===== config.mk =====
export PLATFORM = sky130hd
export DESIGN_NAME = conv3x3_engine_flat
export DESIGN_NICKNAME = d
export VERILOG_FILES = /design/src/rtl/conv3x3_engine_pkg.sv /design/src/rtl/conv3x3_engine_if.sv /design/src/rtl/conv3x3_engine_mac.sv /design/src/rtl/conv3x3_engine.sv /design/src/flat_wrapper.sv
export SDC_FILE = /design/constraint.sdc
export NUM_CORES = 1
export LEC_CHECK = 0
export CORE_ASPECT_RATIO = 1.25
export CORE_MARGIN = 1
export CORE_UTILIZATION = 35
export CTS_CLUSTER_SIZE = 28
export DETAILED_ROUTE_END_ITERATION = 8
export GPL_ROUTABILITY_DRIVEN = 0
export MAX_ROUTING_LAYER = met4
export PLACE_DENSITY = 0.64
export SYNTH_ARGS = -nofsm -noshare
export SYNTH_HDL_FRONTEND = slang
export SYNTH_SLANG_ARGS = --single-unit

===== constraint.sdc =====
create_clock -name clk -period 21.4 [get_ports clk]
set_input_delay 2.14 -clock clk [delete_from_list [all_inputs] [get_ports clk]]
set_output_delay 2.14 -clock clk [all_outputs]
set_load 0.02 [all_outputs]

===== src/rtl/conv3x3_engine_pkg.sv =====
// rtl/conv3x3_engine_pkg.sv - shared widths, FSM states and helpers for the 3x3 convolution engine
package conv_pkg;

   localparam int PIX_W = 8;
   localparam int WGT_W = 8;
   localparam int ACC_W = 32;
   localparam int KSIZE = 3;
   localparam int KTAPS = KSIZE * KSIZE;

   typedef enum logic {
      ST_MAC,
      ST_EMIT
   } conv_state_t;

   // Negative sums are rectified to zero, large sums saturate at full scale.
   function automatic logic [PIX_W-1:0] clamp_pix(input logic signed [ACC_W-1:0] acc);
      if (acc < 0)
         return '0;
      else if (acc > 255)
         return 8'hFF;
      else
         return acc[PIX_W-1:0];
   endfunction

   function automatic int pix_index(input int c, input int y, input int x,
                                    input int width, input int height);
      return (c * height + y) * width + x;
   endfunction

endpackage


===== src/rtl/conv3x3_engine_if.sv =====
// rtl/conv3x3_engine_if.sv - feature map, kernel and result strobe bus of the convolution engine
interface conv3x3_engine_if #(
   parameter int WIDTH   = 3,
   parameter int HEIGHT  = 3,
   parameter int CHANNEL = 1
);
   import conv_pkg::*;

   logic [PIX_W*WIDTH*HEIGHT*CHANNEL-1:0] indata;
   logic [WGT_W*KTAPS-1:0]                filterWeight;
   logic [PIX_W-1:0]                      result;
   logic [7:0]                            res_address;
   logic                                  dataready;

   modport master (
      output indata, filterWeight,
      input  result, res_address, dataready
   );

   modport slave (
      input  indata, filterWeight,
      output result, res_address, dataready
   );

endinterface


===== src/rtl/conv3x3_engine_mac.sv =====
// rtl/conv3x3_engine_mac.sv - signed multiply-accumulate of an unsigned pixel and a signed weight
module conv_mac_unit
   import conv_pkg::*;
(
   input  logic                    clk,
   input  logic                    rst_n,
   input  logic                    clr,
   input  logic                    en,
   input  logic [PIX_W-1:0]        pix,
   input  logic signed [WGT_W-1:0] wgt,
   output logic signed [ACC_W-1:0] acc
);

   logic signed [PIX_W+WGT_W:0] prod;

   // Pixel is zero-extended by one bit so the product stays a true signed multiply.
   assign prod = $signed({1'b0, pix}) * wgt;

   always_ff @(posedge clk or negedge rst_n) begin
      if (!rst_n)
         acc <= '0;
      else if (clr)
         acc <= '0;
      else if (en)
         acc <= acc + ACC_W'(prod);
   end

endmodule


===== src/rtl/conv3x3_engine.sv =====
// rtl/conv3x3_engine.sv - free-running zero-padded 3x3 convolution, one product per clock
module conv3x3_engine
   import conv_pkg::*;
#(
   parameter int WIDTH   = 3,
   parameter int HEIGHT  = 3,
   parameter int CHANNEL = 1
) (
   input  logic             clk,
   input  logic             rst_n,
   conv3x3_engine_if.slave  bus
);

   localparam int NPOS      = WIDTH * HEIGHT;
   localparam int NPIX      = NPOS * CHANNEL;
   localparam int PIX_IDX_W = (NPIX > 1) ? $clog2(NPIX) : 1;
   localparam int CH_W      = (CHANNEL > 1) ? $clog2(CHANNEL) : 1;

   conv_state_t             state;
   logic [7:0]              pos;
   logic [7:0]              px;
   logic [7:0]              py;
   logic [1:0]              kx;
   logic [1:0]              ky;
   logic [3:0]              tap;
   logic [CH_W-1:0]         ch;
   logic [WGT_W*KTAPS-1:0]  w_reg;
   logic [PIX_W-1:0]        result_q;
   logic [7:0]              addr_q;
   logic                    ready_q;
   logic signed [ACC_W-1:0] acc;
   logic                    first_cycle;
   logic [PIX_W-1:0]        mac_pix;
   logic signed [WGT_W-1:0] mac_wgt;

   logic [PIX_W-1:0]        pix_arr  [NPIX];
   logic signed [WGT_W-1:0] wgt_live [KTAPS];
   logic signed [WGT_W-1:0] wgt_lat  [KTAPS];

   for (genvar i = 0; i < NPIX; i++) begin : g_pix
      assign pix_arr[i] = bus.indata[PIX_W*i +: PIX_W];
   end

   for (genvar k = 0; k < KTAPS; k++) begin : g_wgt
      assign wgt_live[k] = bus.filterWeight[WGT_W*k +: WGT_W];
      assign wgt_lat[k]  = w_reg[WGT_W*k +: WGT_W];
   end

   assign first_cycle = (state == ST_MAC) && (pos == 8'd0) && (tap == 4'd0) && (ch == '0);

   // On the latching cycle the register is not yet loaded, so tap 0 uses the live bus.
   assign mac_wgt = first_cycle ? wgt_live[tap] : wgt_lat[tap];

   always_comb begin
      int iy;
      int ix;
      int idx;
      mac_pix = '0;
      iy  = int'(py) + int'(ky) - 1;
      ix  = int'(px) + int'(kx) - 1;
      idx = pix_index(int'(ch), iy, ix, WIDTH, HEIGHT);
      if (iy >= 0 && iy < HEIGHT && ix >= 0 && ix < WIDTH)
         mac_pix = pix_arr[PIX_IDX_W'(idx)];
   end

   conv_mac_unit u_mac (
      .clk   (clk),
      .rst_n (rst_n),
      .clr   (state == ST_EMIT),
      .en    (state == ST_MAC),
      .pix   (mac_pix),
      .wgt   (mac_wgt),
      .acc   (acc)
   );

   always_ff @(posedge clk or negedge rst_n) begin
      if (!rst_n) begin
         state    <= ST_MAC;
         pos      <= '0;
         px       <= '0;
         py       <= '0;
         kx       <= '0;
         ky       <= '0;
         tap      <= '0;
         ch       <= '0;
         w_reg    <= '0;
         result_q <= '0;
         addr_q   <= '0;
         ready_q  <= 1'b0;
      end else begin
         ready_q <= 1'b0;
         case (state)
            ST_MAC: begin
               if (first_cycle)
                  w_reg <= bus.filterWeight;
               if (kx == 2'd2) begin
                  kx <= '0;
                  ky <= (ky == 2'd2) ? 2'd0 : ky + 2'd1;
               end else begin
                  kx <= kx + 2'd1;
               end
               if (tap == 4'(KTAPS - 1)) begin
                  tap <= '0;
                  if (ch == CH_W'(CHANNEL - 1)) begin
                     ch    <= '0;
                     state <= ST_EMIT;
                  end else begin
                     ch <= ch + CH_W'(1);
                  end
               end else begin
                  tap <= tap + 4'd1;
               end
            end
            ST_EMIT: begin
               result_q <= clamp_pix(acc);
               addr_q   <= pos;
               ready_q  <= 1'b1;
               state    <= ST_MAC;
               if (pos == 8'(NPOS - 1)) begin
                  pos <= '0;
                  px  <= '0;
                  py  <= '0;
               end else begin
                  pos <= pos + 8'd1;
                  if (px == 8'(WIDTH - 1)) begin
                     px <= '0;
                     py <= py + 8'd1;
                  end else begin
                     px <= px + 8'd1;
                  end
               end
            end
            default: state <= ST_MAC;
         endcase
      end
   end

   assign bus.result      = result_q;
   assign bus.res_address = addr_q;
   assign bus.dataready   = ready_q;

endmodule


===== src/flat_wrapper.sv =====
// flat-port wrapper written by rule: the top's interface ports become plain ports
module conv3x3_engine_flat import conv_pkg::*;
#(
   parameter int WIDTH   = 3,
   parameter int HEIGHT  = 3,
   parameter int CHANNEL = 1
)
  (clk, rst_n, bus_indata, bus_filterWeight, bus_result, bus_res_address, bus_dataready);
  conv3x3_engine_if #(.WIDTH(WIDTH), .HEIGHT(HEIGHT), .CHANNEL(CHANNEL)) bus_i ();
  input  logic clk;
  input  logic rst_n;
  input wire logic [$bits(bus_i.indata)-1:0] bus_indata;
  input wire logic [$bits(bus_i.filterWeight)-1:0] bus_filterWeight;
  output wire logic [$bits(bus_i.result)-1:0] bus_result;
  output wire logic [$bits(bus_i.res_address)-1:0] bus_res_address;
  output wire logic [$bits(bus_i.dataready)-1:0] bus_dataready;
  assign bus_i.indata = bus_indata;
  assign bus_i.filterWeight = bus_filterWeight;
  assign bus_result = bus_i.result;
  assign bus_res_address = bus_i.res_address;
  assign bus_dataready = bus_i.dataready;
  conv3x3_engine #(.WIDTH(WIDTH), .HEIGHT(HEIGHT), .CHANNEL(CHANNEL)) u_core (.clk(clk), .rst_n(rst_n), .bus(bus_i));
endmodule

* Word-level counts from Yosys, hierarchy flattened *
Index checks and enable logic that the tools add are counted.

storage, ports and cells
  output and inout port bits = 17
  input port bits = 146
  register bits after elaboration = 155
  logic and storage cells = 87

operators by class
  bitwise gates (word level) = 4
  eq/ne operators = 5
  $lt $le $gt $ge = 8
  reductions and logical operators = 13
  $add $sub $neg = 14
  multipliers = 3
  multiplexer cells = 27

operator list
  kind                                                                count
  2-to-1 mux 8 bit                                                    15
  binary-select mux 8 bit (select 4 bit)                              3
  greater-or-equal comparator 32 x 1 -> 1 bit, second input constant  2
  < comparator 32 x 3 -> 1 bit, second input constant                 2
  adder 32 x 17 -> 32 bit                                             1
  adder 32 bit                                                        1
  > comparator 32 x 9 -> 1 bit, second input constant                 1
  < comparator 32 x 1 -> 1 bit, second input constant                 1
  multiplier 32 x 3 -> 4 bit, second input constant                   1
  2-to-1 mux 32 bit                                                   1
  subtractor 32 x 2 -> 32 bit, second input constant                  1
  adder 8 x 1 -> 8 bit, second input constant                         3
  adder 8 x 2 -> 9 bit                                                2
  multiplier 9 x 8 -> 17 bit                                          1
  subtractor 9 x 1 -> 10 bit, second input constant                   1
  equality test 8 x 2 -> 1 bit, second input constant                 1
  equality test 8 x 4 -> 1 bit, second input constant                 1
  zero test 8 bit                                                     1
  AND reduction 2 bit                                                 4
  logical AND 1 bit                                                   6
  greater-or-equal comparator 4 x 5 -> 1 bit, second input constant   1
  greater-or-equal comparator 5 bit, second input constant            1
  NOT 4 -> 5 bit                                                      1
  adder 2 x 1 -> 2 bit, second input constant                         2
  14 further kinds                                                    20

* Logic depth before layout (Yosys ltp) *
Gate-level depths: netlist of the first run.

  depth in word-level cells = 13
  gate-level depth with buffers = 36
  mapped depth without buffers = 35

* Cells and area by module *
Synthesis of the first run repeated with hierarchy kept, for this count alone.

second synthesis, totals
  cells, all modules = 1234
  area total of the unflattened synthesis = 12942.4 um2

by module, submodules not included
  module          cells an instance  instances  area each (um2)
  conv3x3_engine  636                1          7500.9
  conv_mac_unit   598                1          5441.5

* Worst setup path after synthesis of the first run *
Ideal clock, no wire load.

  kind = register to register
  start = reg u_core.ky[0]
  end = reg u_core.u_mac.acc[28]
  slack = 12.392 ns
  buffers on the path = 2
  cell stages (with the launch flop) = 33
  data arrival time = 8.883 ns
  data required time = 21.275 ns
  cells stage by stage = dfrtp_1 > ha_1 > inv_1 > fa_1 > ha_1 > xor2_1 > ha_1 > fa_1 > inv_1 > fa_1 > clkbuf_1 > nor3b_1 > a31oi_1 > nor2b_1 > clkbuf_1 > nand2_1 > fa_1 > fa_1 > inv_1 > fa_1 > fa_1 > inv_1 > fa_1 > inv_1 > ha_1 > a211oi_1 > o21bai_1 > a31oi_1 > o21ai_0 > a21oi_1 > o21ai_0 > a21oi_1 > mux2_2

on the way
  longest elaborated chain between the ends = 13

ends and longest elaborated chain
  item                                                 line                      text
  start: declaration                                   conv3x3_engine.sv:24      logic [1:0] ky;
  start signal: assignment                             conv3x3_engine.sv:98      ky <= (ky == 2'd2) ? 2'd0 : ky + 2'd1;
  adder 8 x 2 -> 9 bit (*)                             conv3x3_engine.sv:59      iy = int'(py) + int'(ky) - 1;
  subtractor 32 x 2 -> 32 bit (*)                      conv3x3_engine.sv:59
  adder 32 bit                                         conv3x3_engine_pkg.sv:27  return (c * height + y) * width + x;
  multiplier 32 x 3 -> 4 bit                           conv3x3_engine_pkg.sv:27
  adder 4 bit                                          conv3x3_engine_pkg.sv:27
  NOT 4 bit (not written as such)                      conv3x3_engine.sv:63      mac_pix = pix_arr[PIX_IDX_W'(idx)];
  binary-select mux 8 bit (select 4 bit)               conv3x3_engine.sv:63
  2-to-1 mux 8 bit (not written as such) (2 in a row)  conv3x3_engine.sv:63
  2-to-1 mux 8 bit (*)                                 conv3x3_engine.sv:62      if (iy >= 0 && iy < HEIGHT && ix >= 0 && ix < WIDTH)
  multiplier 9 x 8 -> 17 bit (*)                       conv3x3_engine_mac.sv:17  assign prod = $signed({1'b0, pix}) * wgt;
  adder 32 x 17 -> 32 bit (*)                          conv3x3_engine_mac.sv:25  acc <= acc + ACC_W'(prod);
  2-to-1 mux 32 bit (*)                                conv3x3_engine_mac.sv:22  else if (clr)
  end signal: assignment                               conv3x3_engine_mac.sv:25
  end: declaration                                     conv3x3_engine_mac.sv:11  output logic signed [ACC_W-1:0] acc

Every way passes the cells marked *; elsewhere a longest branch is shown, timed or not. The select of a mux whose other input is x is not followed.
A chain may end at the register's enable or synchronous reset.

* Worst setup path in the final report of the first run *
  start = reg u_core.py[0]
  end = reg u_core.u_mac.acc[28]

on the way
  longest elaborated chain between the ends = 13

ends and longest elaborated chain
  item                                                 line                      text
  start: declaration                                   conv3x3_engine.sv:22      logic [7:0] py;
  start signal: assignment                             conv3x3_engine.sv:127     py <= py + 8'd1;
  adder 8 x 2 -> 9 bit (*)                             conv3x3_engine.sv:59
  subtractor 32 x 2 -> 32 bit (*)                      conv3x3_engine.sv:59
  adder 32 bit                                         conv3x3_engine_pkg.sv:27
  multiplier 32 x 3 -> 4 bit                           conv3x3_engine_pkg.sv:27
  adder 4 bit                                          conv3x3_engine_pkg.sv:27
  NOT 4 bit (not written as such)                      conv3x3_engine.sv:63
  binary-select mux 8 bit (select 4 bit)               conv3x3_engine.sv:63
  2-to-1 mux 8 bit (not written as such) (2 in a row)  conv3x3_engine.sv:63
  2-to-1 mux 8 bit (*)                                 conv3x3_engine.sv:62
  multiplier 9 x 8 -> 17 bit (*)                       conv3x3_engine_mac.sv:17
  adder 32 x 17 -> 32 bit (*)                          conv3x3_engine_mac.sv:25
  2-to-1 mux 32 bit (*)                                conv3x3_engine_mac.sv:22

Marked as above.

==> run summary, run 1 <==
The synthesized netlist occupies a cell area of 12300 µm². In this run, synthesis inferred 0 flip-flops with an integrated enable. The synthesized area per cell was 9.47 µm²; the detailed router's first-iteration violation count was 512. The logs give 0 for the antenna diode instance count and 0 for the number of endpoints with negative hold slack in the final report.

The worst hold path passes through 2 cells. Setup repair after global routing left no endpoint under its margin. STA classifies the critical path endpoint as a flip-flop. For the fraction of power consumed by the clock network, the log shows 0.201.

The source of the worst hold timing path is u_core.w_reg[69]. Required time at the worst-slack endpoint: 21.71 ns. The clock tree synthesis step divided the H-tree into 4 levels. Entering global routing, the biggest net connects 110 pins.

The critical path is of the reg2reg type. The register with the most flip-flops in the layout has 72 of them. Gates resized during post-CTS repair numbered 0.

The die width came out at 170 µm. The flow ran to the end, and the final reports show no timing, DRC or antenna violations. After the last flow step, the layout net total stands at 1786.

After legalization and detailed placement, the total HPWL measured 22500 µm. The most used flip-flop cell after synthesis was sky130_fd_sc_hd__dfrtp_1. Across the routed clock network, the largest skew measured is 0.0120 ns. Sorting the synthesized cells by area gives the leading types as sky130_fd_sc_hd__dfrtp_1, sky130_fd_sc_hd__ha_1, sky130_fd_sc_hd__fa_1, sky130_fd_sc_hd__nand2_1, sky130_fd_sc_hd__mux4_2. In this run the post-CTS setup repair buffer count came out at 0. The worst register-to-register path begins at u_core.py[0]. The fraction of post-synthesis cell area in the top cell type by area was 0.313; the later-pin clock latency in the skew report was 0.43 ns. The number of cells on the worst reg-to-reg path is 30, and the final global-route overflow total is 0.

TritonCTS built the clock tree. Pin placement for this block handled 163 I/O pins. The worst hold path terminates at u_core.w_reg[69]. The run gives 9594 as the via count. The critical path launch point is u_core.py[0].

The fraction of layout cells with a size suffix above 1 was 0.0791; the initial antenna violation count was 0. The share of the yosys chip area belonging to registers is 0.313, and the reported net switching power is 0.000650 W. For the finished layout, the period the worst path requires is 9.97 ns. The run gives 29600 µm as the detailed-route wire length. Port buffering added 162 buffers. The nature of the critical path startpoint is a flip-flop. The total of endpoints with negative setup slack in the final report was 0; the total power per unit cell area was 105 nW/µm². After clock tree synthesis, the clock-pin slew on the worst setup and hold paths is 0.07 ns. The first detailed-routing pass ran for 5 iterations. The max-cap check violation count is 0. The die covers 35900 µm². Family of cells with the greatest summed delay on the critical path: adder cells. The number of sinks on the clock net is 154. The initialized floorplan defines 76 standard-cell rows. The Yosys step of the flow raised 0 warnings. The largest total area in the synthesized netlist belongs to sky130_fd_sc_hd__dfrtp_1. In this run the worst hold path is classified as reg2reg. The number of max-slew violations in the final report is 0, and the maximum net fanout on the critical path is 9.

The net count after synthesis is 1646. Summed over all cells, the static leakage comes to 7.17 nW. The cell count after synthesis came out at 1301.

The part of the power in registers was 0.236; the total of hold buffers inserted after clock tree synthesis was 0. Number of buffers created by CTS: 17. Leaving out fill and tap cells, the most frequent cell in the layout is sky130_fd_sc_hd__nand2_1. Cell internal power was estimated by the tool at 0.000925 W. The floorplan step set the die height to 212 µm.

Based on the critical path, the design can be clocked at up to 100 MHz. The logs give 0 for the DRC violation count after routing and 0.563 for the power share of the combinational group. The net switching fraction of the power was 0.413; the maximum vdd drop was 0.0000887 V.

Part of the cycle the worst path needs: 0.466. After synthesis, the netlist uses 65 different library cells. In this run the register-to-register setup slack is 11.43 ns.

The proportion of synthesized flip-flops having asynchronous set or reset is 1.00. In the routed layout, each cell is associated on average with a via count of 4.99. The logs give 0.180 for the overall global routing resource usage and 0.470 ns for the worst hold-check slack. Among all stages on the critical path, the largest delay is contributed by sky130_fd_sc_hd__fa_1. The first global-routing pass estimated 49800 µm of wire. From synthesis to final layout, the design area changed by 21.8%. The sum of negative setup slack was 0 ns; the worst-margin pin slew was 1.02 ns. The capturing point of the worst reg2reg path was u_core.u_mac.acc[28]. The relative slew slack is 0.318, and the buffering stage count on the worst path with inverters included is 5. Dividing the detail-routed wire length by the instance count gives 15.4 µm.

In this run the deepest clock path goes through 2 buffers. The largest single stage delay on the critical path is 0.87 ns. Counting flops and latches in the post-synthesis netlist gives 154. The region available for standard cell placement spans 34500 µm². The starting density of the core was 0.357. The clock root buffer is sky130_fd_sc_hd__clkbuf_16.

STA puts the critical path data arrival time at 10.28 ns. By instance count, the cell type seen most on the critical path is sky130_fd_sc_hd__fa_1. The logs give 10100 for the number of global-route vias before repair and 0 for the remaining antenna violation count. The top cell types in the final layout, fill and taps aside, are sky130_fd_sc_hd__nand2_1, sky130_fd_sc_hd__clkdlybuf4s50_1, sky130_fd_sc_hd__dfrtp_1.
## layer usage
| layer | part of all wire | global-route usage | up-vias | routed length (µm) |
|---|---|---|---|---|
| li1 | - | - | 4667 | - |
| met1 | 0.45 | 0.227 | 4644 | 13400 |
| met2 | 0.48 | 0.298 | 258 | 14100 |
| met3 | 0.055 | 0.0265 | 25 | 1620 |
| met4 | 0.015 | 0.0519 | 0 | 446 |
| met5 | 0 | - | - | 0 |
## worst max path at each step
stage / end / slack [ns] / cells past startpoint
2_1_floorplan: u_core.u_mac.acc[28] / 12.39 / 32
6_report: u_core.u_mac.acc[28] / 11.43 / 30
5_1_grt: u_core.u_mac.acc[28] / 10.65 / 30
3_3_place_gp: u_core.u_mac.acc[28] / 11.78 / 30
3_5_place_dp: u_core.u_mac.acc[28] / 11.55 / 30
4_1_cts: u_core.u_mac.acc[28] / 11.46 / 30
## cells by family (layout without fill, tap and decap cells)
group | after synthesis | in the layout | share of synthesized area
buf+inv | 168 | 321 | 0.0525
mux | 69 | 69 | 0.0979
xor+xnor | 51 | 51 | 0.0369
compound gates | 164 | 164 | 0.0867
flops | 154 | 154 | 0.313
fa+ha+maj | 199 | 199 | 0.236
simple gates | 496 | 496 | 0.177
## power groups by stage
| stage | Sequential, W | Clock, W | Combinational (W) |
|---|---|---|---|
| after floorplan | 0.000367 | 0 | 0.000675 |
| after global placement | 0.000377 | 0 | 0.000873 |
| after detailed placement | 0.000378 | 0 | 0.000883 |
| after CTS | 0.000373 | 0.000323 | 0.000894 |
| after global routing | 0.000377 | 0.000338 | 0.00102 |
| final | 0.000372 | 0.000317 | 0.000887 |
## metrics by stage
stage	util	power (W)	std cells	worst slack, ns	instance area [µm²]
2_1_floorplan	-	0.00104	1301	12.39	12300
3_5_place_dp	0.417	0.00126	1890	11.55	14400
4_1_cts	0.434	0.00159	1922	11.46	15000
6_report	0.434	0.00158	1922	11.43	15000
3_3_place_gp	0.417	0.00125	1890	11.78	14400
5_1_grt	0.434	0.00173	1922	10.65	15000
## cells in the mapped netlist (3+ instances only)
cell type	instances
sky130_fd_sc_hd__a211oi_1	6
sky130_fd_sc_hd__a21o_1	16
sky130_fd_sc_hd__a21oi_1	31
sky130_fd_sc_hd__a31oi_1	6
sky130_fd_sc_hd__and2_1	13
sky130_fd_sc_hd__and3_1	14
sky130_fd_sc_hd__and4_1	3
sky130_fd_sc_hd__buf_2	7
sky130_fd_sc_hd__clkbuf_1	40
sky130_fd_sc_hd__dfrtp_1	154
sky130_fd_sc_hd__fa_1	55
sky130_fd_sc_hd__ha_1	144
sky130_fd_sc_hd__inv_1	118
sky130_fd_sc_hd__mux2_2	12
sky130_fd_sc_hd__mux2i_1	17
sky130_fd_sc_hd__mux4_2	40
sky130_fd_sc_hd__nand2_1	275
sky130_fd_sc_hd__nand2b_1	11
sky130_fd_sc_hd__nand3_1	27
sky130_fd_sc_hd__nand4_1	9
sky130_fd_sc_hd__nor2_1	93
sky130_fd_sc_hd__nor2b_1	15
sky130_fd_sc_hd__nor3_1	12
sky130_fd_sc_hd__nor4_1	5
sky130_fd_sc_hd__o21ai_0	56
sky130_fd_sc_hd__o21ai_1	4
sky130_fd_sc_hd__o21ai_2	3
sky130_fd_sc_hd__o21bai_1	7
sky130_fd_sc_hd__o31ai_1	12
sky130_fd_sc_hd__or2_1	3
sky130_fd_sc_hd__or2_2	5
sky130_fd_sc_hd__xnor2_1	30
sky130_fd_sc_hd__xor2_1	20
## cell type report
| cell class | instances | area [µm²] |
|---|---|---|
| Clock buffer | 18 | 439 |
| Clock inverter | 14 | 173 |
| Fill cell | 3300 | 19500 |
| Inverter | 119 | 447 |
| Multi-Input combinational cell | 979 | 7810 |
| Sequential cell | 154 | 3860 |
| Tap cell | 468 | 586 |
| Timing Repair Buffer | 170 | 1680 |
## tightest hold or removal path: stages, from the launching register on
cell,delay (ns)
sky130_fd_sc_hd__dfrtp_1,0.34
sky130_fd_sc_hd__nand2_1,0.05
sky130_fd_sc_hd__nand2_1,0.05
No activity file was read; power rests on OpenSTA's default activity.
==> inputs of run 2 (changes only) <==
Clock period 21.4 ns to 9.6 ns, I/O delays scaled along.
==> run 2 against run 1 <==
Against the previous run:
- highest routed layer unchanged
- flip-flop and latch count unchanged
- critical endpoint unchanged
- final area is 1.2% higher
- largest cell class unchanged
- fmax up 10%
- setup slack got worse by 11 ns
==> run summary, run 2 (synthesis results as in run 1) <==
The tool flagged a number of max-cap violations equal to 0. The delay of the slowest cell on the worst path was 0.55 ns. STA classifies the critical path endpoint as a flip-flop. The clock reaches the later pin of the worst-skew pair after 0.42 ns. On the final layout, the worst hold slack is 0.470 ns. The clock-pin slew reported for the worst setup and hold paths after clock tree synthesis was 0.07 ns. Part of the cycle the worst path needs: 0.940. The number of max-slew violations in the final report was 0; the worst clock skew was 0.00788 ns. The fraction of power consumed by the clock network is 0.205.

The critical path's slowest cell is sky130_fd_sc_hd__fa_1. The logs give 0.232 for the part of the power in registers and 0.000197 V for the maximum vdd drop. The most common library cell in the layout ignoring fill and taps is sky130_fd_sc_hd__nand2_1. The die covers 35900 µm².

Including well taps, the total number of placed cells is 1899. The combined area of the multi-input logic cells was 7870 µm². After legalization and detailed placement, the total HPWL measured 23000 µm.

Leaving out fill and tap cells, the most frequent cells in the layout are sky130_fd_sc_hd__nand2_1, sky130_fd_sc_hd__clkdlybuf4s50_1, sky130_fd_sc_hd__dfrtp_1. The vertical die dimension is 212 µm. The area inside the core boundary is 34500 µm². The tools report the clock root buffer as sky130_fd_sc_hd__clkbuf_16. In this run the horizontal extent of the chip is 170 µm. For this block, the initial DRC count from the detailed router was 436.

The register with the most flip-flops in the layout has 72 of them. Excluding fillers, the count of instances in the completed layout stands at 1937. Overall global routing resource usage: 0.182. Combined flip-flop and latch cell area: 3860 µm². After detailed routing, the total wire length is 29600 µm. TritonCTS built the clock tree. The tools report the nature of the critical path startpoint as a flip-flop. For this design the total switching power over the nets is 0.00146 W. At the worst endpoint, the required time is 9.91 ns.

The number of sinks on the clock net came out at 154. The logs give 0.307 for the relative slew slack and 163 for the number of I/O pins. For this run the aggregate overflow at the end of global routing stands at 0. The number of global-route vias before repair was 10100. The starting density of the core was 0.357.

The power share of the combinational group was 0.564. The type of the worst min-delay path was reg2reg. Critical path's most frequent cell: sky130_fd_sc_hd__fa_1. The initial antenna violation count was 0; the worst-margin pin slew was 1.04 ns.

In the routed design, unresolved DRC markers number 0. CTS built an H-tree with a depth of 4. The clock passes through at most 2 buffers.

The remaining antenna violation count came out at 0. The shortest clock period the worst path allows after layout came out at 9.02 ns. The internal power of the cells totals 0.00210 W.

Class of the most critical setup path: reg2reg. Global-route wire length before repair: 50400 µm. The run finished with clean final reports. The buffering stage count on the worst path with inverters included is 6, and the growth of design area from synthesis to finish is 23.3%. The run gives 14500 µm² as the placed cell area. The routed length per instance is 15.3 µm. On the critical path the largest part of the delay comes from adder cells.

The fraction of layout cells with a size suffix above 1 is 0.0926. Cell row count: 76. Data on the critical path arrives at its endpoint at 9.33 ns. The maximum net fanout on the critical path came out at 8. Total of endpoints with negative setup slack in the final report: 0. Total of hold buffers inserted after clock tree synthesis: 0. The total power per unit cell area works out to 235 nW/µm².

The net switching fraction of the power is 0.410. The via density per instance was 5.01; the maximum clock rate was 111 MHz. The tools report the number of buffers created by CTS as 17. Entering global routing, the biggest net connects 98 pins. Counting the fill cells in the layout gives 3352. For the via count, the log shows 9702.

The number of endpoints with negative hold slack in the final report was 0; the detailed-routing iteration count for the pre-antenna-repair pass was 5. The number of nets in the layout came out at 1800. The count of buffers added on input and output ports is 162. The tools report the leakage component of the power as 7.27 nW. The finished cells cover 15200 µm².
## run 2: final cells by class
cell class / instances / share of cell area
Sequential cell: 154 / 0.254
Inverter: 119 / 0.0294
Multi-Input combinational cell: 979 / 0.518
Timing Repair Buffer: 184 / 0.118
Clock inverter: 13 / 0.0125
Antenna cell: 1 / 0.000165
Tap cell: 468 / 0.0386
Clock buffer: 19 / 0.0292
## run 2: repair_timing
action	in CTS	in global routing
resized for setup	1	11
buffers inserted	0	5
endpoints found under the hold margin	0	0
gates cloned	0	0
pin swaps	0	2
setup endpoints to repair	3	13
## run 2: worst min-delay path, cell delays in order, from the launching register on
cell	delay (ns)
sky130_fd_sc_hd__dfrtp_1	0.34
sky130_fd_sc_hd__nand2_1	0.05
sky130_fd_sc_hd__nand2_1	0.05
## run 2: path summary, 6_finish.rpt
check	start	endpoint	slack, ns	depth (start not counted)
hold reg to reg	u_core.w_reg[66]	u_core.w_reg[66]	0.47	2
setup / recovery	u_core.py[0]	u_core.u_mac.acc[28]	0.58	34
hold / removal	u_core.w_reg[66]	u_core.w_reg[66]	0.47	2
max in group asynchronous	rst_n	u_core.state	7.61	2
setup reg to reg	u_core.py[0]	u_core.u_mac.acc[28]	0.58	34
min in group asynchronous	rst_n	u_core.w_reg[48]	0.64	1
## run 2: stage by stage
| step | setup TNS, ns | setup slack, ns | total power, W | utilization |
|---|---|---|---|---|
| 2_1_floorplan | 0 | 0.592 | 0.00232 | - |
| 3_3_place_gp | 0 | 0.0234 | 0.00279 | 0.419 |
| 3_5_place_dp | -0.425 | -0.199 | 0.00282 | 0.419 |
| 4_1_cts | 0 | 0.0560 | 0.00359 | 0.437 |
| 5_1_grt | -0.0209 | -0.0209 | 0.00394 | 0.440 |
| 6_report | 0 | 0.578 | 0.00357 | 0.440 |
## run 2: power by group through the flow
stage,Clock [W],Sequential (W),Combinational (W)
floorplan,0,0.000819,0.00150
global placement,0,0.000837,0.00195
detailed placement,0,0.000839,0.00198
CTS,0.000746,0.000828,0.00201
global route,0.000779,0.000838,0.00232
finish,0.000731,0.000827,0.00201
## run 2: routing by layer
metal	share of wire	GRT usage	routed length [µm]
met4	0.018	0.0603	545
met5	0	-	0
met3	0.054	0.0316	1590
met1	0.44	0.221	13000
met2	0.49	0.306	14500
